## src/rtl/byte_stream_fifo_pkg.sv

```systemverilog
// Shared definitions for the byte stream FIFO: default depth and the
// pointer-width helper used throughout the application.
package byte_stream_fifo_pkg;

  localparam int BYTE_FIFO_DEPTH = 16;

  // Smallest n with 2**n >= value; returns 0 for value <= 1.
  function automatic int ceil_log2(input int value);
    int result;
    result = 0;
    while ((1 << result) < value) begin
      result = result + 1;
    end
    return result;
  endfunction

endpackage

```

## src/rtl/byte_stream_fifo.sv

```systemverilog
// First-word-fall-through byte FIFO with valid/ready on both sides, placed
// between the CDC OUT endpoint and the application consumer.
module byte_stream_fifo
  import byte_stream_fifo_pkg::*;
#(
  parameter int DEPTH = BYTE_FIFO_DEPTH,
  parameter int AW    = ceil_log2(DEPTH)
) (
  input  logic          clk_i,
  input  logic          rst_i,
  input  logic          flush_i,
  input  logic [7:0]    in_data_i,
  input  logic          in_valid_i,
  output logic          in_ready_o,
  output logic [7:0]    out_data_o,
  output logic          out_valid_o,
  input  logic          out_ready_i,
  output logic [AW:0]   level_o
);

  logic [7:0]  mem_q [DEPTH];
  logic [AW:0] wr_q, wr_d;
  logic [AW:0] rd_q, rd_d;
  logic        full;
  logic        empty;
  logic        wr_fire;
  logic        rd_fire;

  // Pointers carry one extra wrap bit so full and empty are distinguishable.
  // NOTE: every signal written here gets a default first, so no path can
  // leave one unassigned and infer a latch.
  always_comb begin
    empty       = (wr_q == rd_q);
    full        = (wr_q[AW] != rd_q[AW]) && (wr_q[AW-1:0] == rd_q[AW-1:0]);
    in_ready_o  = !full && !rst_i && !flush_i;
    out_valid_o = !empty;
    wr_fire     = in_valid_i && in_ready_o;
    rd_fire     = out_valid_o && out_ready_i;
    wr_d        = wr_q;
    rd_d        = rd_q;
    if (flush_i) begin
      rd_d = wr_q;
    end else begin
      if (wr_fire) wr_d = wr_q + 1'b1;
      if (rd_fire) rd_d = rd_q + 1'b1;
    end
  end

  always_ff @(posedge clk_i) begin
    if (rst_i) begin
      wr_q <= '0;
      rd_q <= '0;
    end else begin
      wr_q <= wr_d;
      rd_q <= rd_d;
    end
  end

  // NOTE: the storage array has no reset; out_valid_o masks stale contents,
  // and leaving it unreset lets it map onto distributed RAM.
  always_ff @(posedge clk_i) begin
    if (wr_fire) begin
      mem_q[wr_q[AW-1:0]] <= in_data_i;
    end
  end

  // Combinational read keeps fall-through timing: the head byte is visible
  // the cycle after it is written.
  assign out_data_o = mem_q[rd_q[AW-1:0]];
  assign level_o    = wr_q - rd_q;

endmodule

```

## config.mk

```make
export PLATFORM = sky130hd
export DESIGN_NAME = byte_stream_fifo
export DESIGN_NICKNAME = d
export VERILOG_FILES = /design/src/rtl/byte_stream_fifo_pkg.sv /design/src/rtl/byte_stream_fifo.sv
export SDC_FILE = /design/constraint.sdc
export NUM_CORES = 1
export LEC_CHECK = 0
export CAP_MARGIN = 10
export CORE_ASPECT_RATIO = 1.5
export CORE_MARGIN = 2
export CORE_UTILIZATION = 59
export CTS_CLUSTER_SIZE = 16
export DETAILED_ROUTE_END_ITERATION = 10
export PLACE_DENSITY = 0.78
export RECOVER_POWER = 25
export SLEW_MARGIN = 20
export SYNTH_ARGS = -nofsm -noshare
export SYNTH_HDL_FRONTEND = slang
export SYNTH_SLANG_ARGS = --single-unit
```

## constraint.sdc

```tcl
create_clock -name clk_i -period 2.88 [get_ports clk_i]
set_input_delay 0.576 -clock clk_i [delete_from_list [all_inputs] [get_ports clk_i]]
set_output_delay 0.576 -clock clk_i [all_outputs]
set_load 0.01 [all_outputs]
```

# After elaboration in Yosys (flattened, before gate mapping)

Memory sizes are Yosys's and may differ from the RTL's. A register that Yosys moved wholly into a read port is not among the register bits.
Cells that the tools add are included.

Multiplexer cells: 6
Bitwise logic cells: 1
Reductions and logical operators: 11
Add/subtract/negate cells: 3
Equal/unequal tests: 3

Operators by type and width:

| kind                                                           | number |
|---|---|
| 5-bit by 1-bit adder with 5-bit output (second input constant) | 2 |
| 5-bit two-way mux                                              | 2 |
| 4-bit two-way mux                                              | 2 |
| 5-bit == test                                                  | 1 |
| 1-bit logical AND                                              | 5 |
| 5-bit subtractor                                               | 1 |
| 4-bit == test                                                  | 1 |
| 1-bit logical NOT                                              | 4 |
| 1-bit two-way mux                                              | 2 |
| 2-bit AND reduction                                            | 1 |
| 2-bit nonzero test                                             | 1 |
| 1-bit != test                                                  | 1 |
| 1-bit inverter                                                 | 1 |

Memory bits (writable): 128
Memories: 1
Output and inout port bits: 15
Input port bits: 13
Bits in registers: 10
Word-level logic and storage cells: 27

Memory list:

| name  | depth | bits a word | rd ports | clocked after Yosys merged registers in | wr ports | line                   | source |
|---|---|---|---|---|---|---|---|
| mem_q | 16    | 8           | 1        | 1                                       | 1        | byte_stream_fifo.sv:21 | `logic [7:0] mem_q [DEPTH];` |

# Logic depth before layout (Yosys ltp)

Depth in word-level cells: 8
Mapped depth: 7
Depth with buffers taken out: 7

# Worst setup path before layout

Ideal clock, no wire load.

Kind: register to register
Start: register wr_q[0]
End: memory mem_q[13][0], enable pin
Clock period less this slack: 2.437 ns
Arrival: 2.054 ns
Required time: 2.497 ns
Slack: 0.443 ns
Stages on the path, launching flop included: 6
Setup time: 0.383 ns
Cell sequence: dfxtp_1 inv_1 ha_1 and4_4 a211o_2 nor3_1

Word-level cells in the longest chain between the ends: 8

Ends and longest elaborated chain:

| element                                 | line                   | source |
|---|---|---|
| start, declared                         | byte_stream_fifo.sv:22 | `logic [AW:0] wr_q, wr_d;` |
| start signal, assigned                  | byte_stream_fifo.sv:54 | `wr_q <= wr_d;` |
| 4-bit == test                           | byte_stream_fifo.sv:34 | `full = (wr_q[AW] != rd_q[AW]) && (wr_q[AW-1:0] == rd_q[AW-1:0]);` |
| 1-bit logical AND                       | byte_stream_fifo.sv:34 |  |
| 1-bit logical NOT                       | byte_stream_fifo.sv:35 | `in_ready_o = !full && !rst_i && !flush_i;` |
| 1-bit logical AND (2 in a row)          | byte_stream_fifo.sv:35 |  |
| 1-bit logical AND                       | byte_stream_fifo.sv:37 | `wr_fire = in_valid_i && in_ready_o;` |
| 1-bit two-way mux                       | byte_stream_fifo.sv:62 | `if (wr_fire) begin` |
| 1-bit two-way mux (not written as such) | byte_stream_fifo.sv:63 | `mem_q[wr_q[AW-1:0]] <= in_data_i;` |
| end, declared                           | byte_stream_fifo.sv:21 |  |

Parallel ways exist; a longest one is shown, timed or not.

==> impl_metrics.json <==
{
  "holdBufCountCts": 0,
  "clock_path_buffers": 2,
  "dp_hpwl_um": 7430,
  "crit_fanout": 12,
  "busiest_layer": "met2",
  "min_path_cells": 2,
  "finalSetupViolCount": 0,
  "synth.distinct_cells": 46,
  "synthFlopType": "edfxtp_1",
  "gr-total-overflow": 0,
  "grtUsageMet1_pct": 27.3,
  "dieArea_mm2": 0.0107,
  "globalplace.congestion": 0.873,
  "grt_pass1_wl_um": 17900,
  "drc_errors": 0,
  "slew_viol_final": 0,
  "grt_antenna_before_repair": 0,
  "die_w_um": 85.1,
  "worstReg2RegEnd": "mem_q[0][6]",
  "ant_nets": 0,
  "fin_crit_ps": 2820,
  "cts_tree": "built",
  "synth_edf_count": 128,
  "coreArea_mm2": 0.00963,
  "min_to": "wr_q[0]",
  "synth_warnings": 0,
  "final_hold_viol_count": 0,
  "area_growth_pct": 22.6,
  "syn_nets": 333,
  "synth.largest_area_cell": "edfxtp_1",
  "post-route-period-util_pct": 97.8,
  "synth_area_leaders": "edfxtp_1 66%, mux4_2 11%, dfxtp_1 4.8%, a22oi_1 2.1%, ha_1 1.9%",
  "synthCells": 310,
  "ys_async_sr_fraction_pct": 0,
  "hp-class": "register to register",
  "rows": 44,
  "placedCellCount": 469,
  "worst_pin_slew_ps": 560,
  "synth.top_cell.area_share_pct": 66.1,
  "final_common_cell": "edfxtp_1",
  "final_cell_mix": "128 x edfxtp_1, 39 x buf_4, 32 x mux4_2",
  "hp-start": "wr_q[0]",
  "drive_gt1_share_pct": 30.4,
  "seq_area_frac_synth_pct": 70.9,
  "synth.cell_area_mm2": 0.00581,
  "cp.arrival_ps": 2240,
  "use_met2_pct": 41.1,
  "vdd_drop_max_mv": 0.606,
  "max_cap_viol_count": 0,
  "power_density_mw_per_mm2": 671,
  "clockRootBuffer": "clkbuf_16",
  "cts.sinks": 142,
  "cts_buffers": 17,
  "fin_nets": 409,
  "grtUsageTotal_pct": 23.1,
  "ctsHtreeMaxLevel": 4,
  "fp.dieH_um": 126,
  "grtUsageMet3_pct": 5.35,
  "reg2reg_slack_ps": 590,
  "r2r_start": "wr_q[3]",
  "drtIter0Drc": 203,
  "detail_route.first_pass.iterations": 4,
  "initial_core_util_pct": 60.4,
  "avgSynthCellArea_um2": 18.8,
  "synth-seq-cells": 142,
  "p_leak_nw": 2.46,
  "critPathCaptureType": "output port",
  "grt_pass1_vias": 3198,
  "crit_type": "register to output port",
  "cp-start-kind": "register",
  "antenna_cells": 0,
  "setup-tns-final_ps": 0,
  "insertion_delay_ps": 410,
  "outcome": "complete, no violations",
  "path_clk_slew_ps": 50,
  "layout.cells.non_filler": 513,
  "relSlewSlack_pct": 62.6,
  "vias": 3113,
  "rr_worst_depth": 7,
  "p_total_w": 0.00479,
  "post_drt_wl_per_cell_um": 22.8,
  "drt_wl_total_um": 11700,
  "port-buffer-count": 27,
  "io_pins": 28,
  "fmax_mhz": 355,
  "vias_per_cell": 6.07,
  "cp.required_ps": 2300,
  "finalClockSkew_ps": 5.49,
  "grt_max_degree": 33
}
==> state kept, by name, indices dropped and copies added, names as in the netlist, named ones only <==
register	cells
wr_q	5
mem_q	128
rd_q	5
==> worst max-delay path by stage <==
stage	end	from	slack, ps	cells after the start
floorplan	mem_q[13][0]	wr_q[0]	440	5
global placement	in_ready_o	wr_q[0]	240	6
detailed placement	in_ready_o	wr_q[0]	190	6
CTS	out_data_o[5]	register	-90	5
global route	out_data_o[2]	register	-2	6
finish	out_data_o[2]	register	60	6
==> cell type report <==
cell class,count,area (um^2)
clock inverter,10,121
inverter,12,50.0
timing repair buffer,70,654
clock buffer,21,440
sequential,142,4130
multi-input combinational,143,1590
fill,530,2500
tap,115,144
==> metrics by stage <==
stage	setup slack (ps)	cell area, um^2	utilization [%]	hold slack [ps]
2_1_floorplan	443	5810	-	513
3_3_place_gp	239	6390	66.3	532
3_5_place_dp	189	6390	66.3	562
4_1_cts	-87.3	7000	72.7	557
5_1_grt	-1.64	7130	74.0	598
6_report	64.2	7130	74.0	561
==> worst max-delay path, stage by stage (launching register included) <==
cell	delay [ps]
dfxtp_4	400
buf_12	160
buf_4	120
mux4_2	500
a22oi_2	230
nand2_1	100
dlygate4sd2_1	290
==> routing by layer <==
layer,wire (um),part of all wire [%]
met1,4370,37
met2,6570,56
met3,521,4.5
met4,212,1.8
met5,0,0
==> synth_stat cells (all sizes together) (4+ instances only) <==
library cell and count:
ha 9, nand2 14, buf 10, mux4 32, edfxtp 128, nand3 4, dfxtp 14, a22oi 16
inv 12, xnor2 9, a21oi 6, nor2 18
==> repair_timing <==
item	in CTS	in global routing
pin swaps	1	1
resized for setup	15	15
cloned	1	0
endpoints found under the setup margin	12	8
hold endpoints to repair	0	0
buffers inserted	0	12
==> power by group <==
part           internal [W]  switching (W)
registers           0.00226      0.0000139
clock network       0.00134       0.000751
logic              0.000220       0.000202
==> kinds of logic after synthesis <==
logic type                 after synthesis  synth area share [%]
AOI/OAI and AO/OA                       38                  5.01
xor gates and xnor gates                12                  1.94
adders and majority gates               10                  2.28
buffers and inverters                   25                  2.45
DFF                                    142                  70.9
muxes                                   33                  12.8
and+or+nand+nor                         50                  4.63
Power figures use the tool's default switching activity.
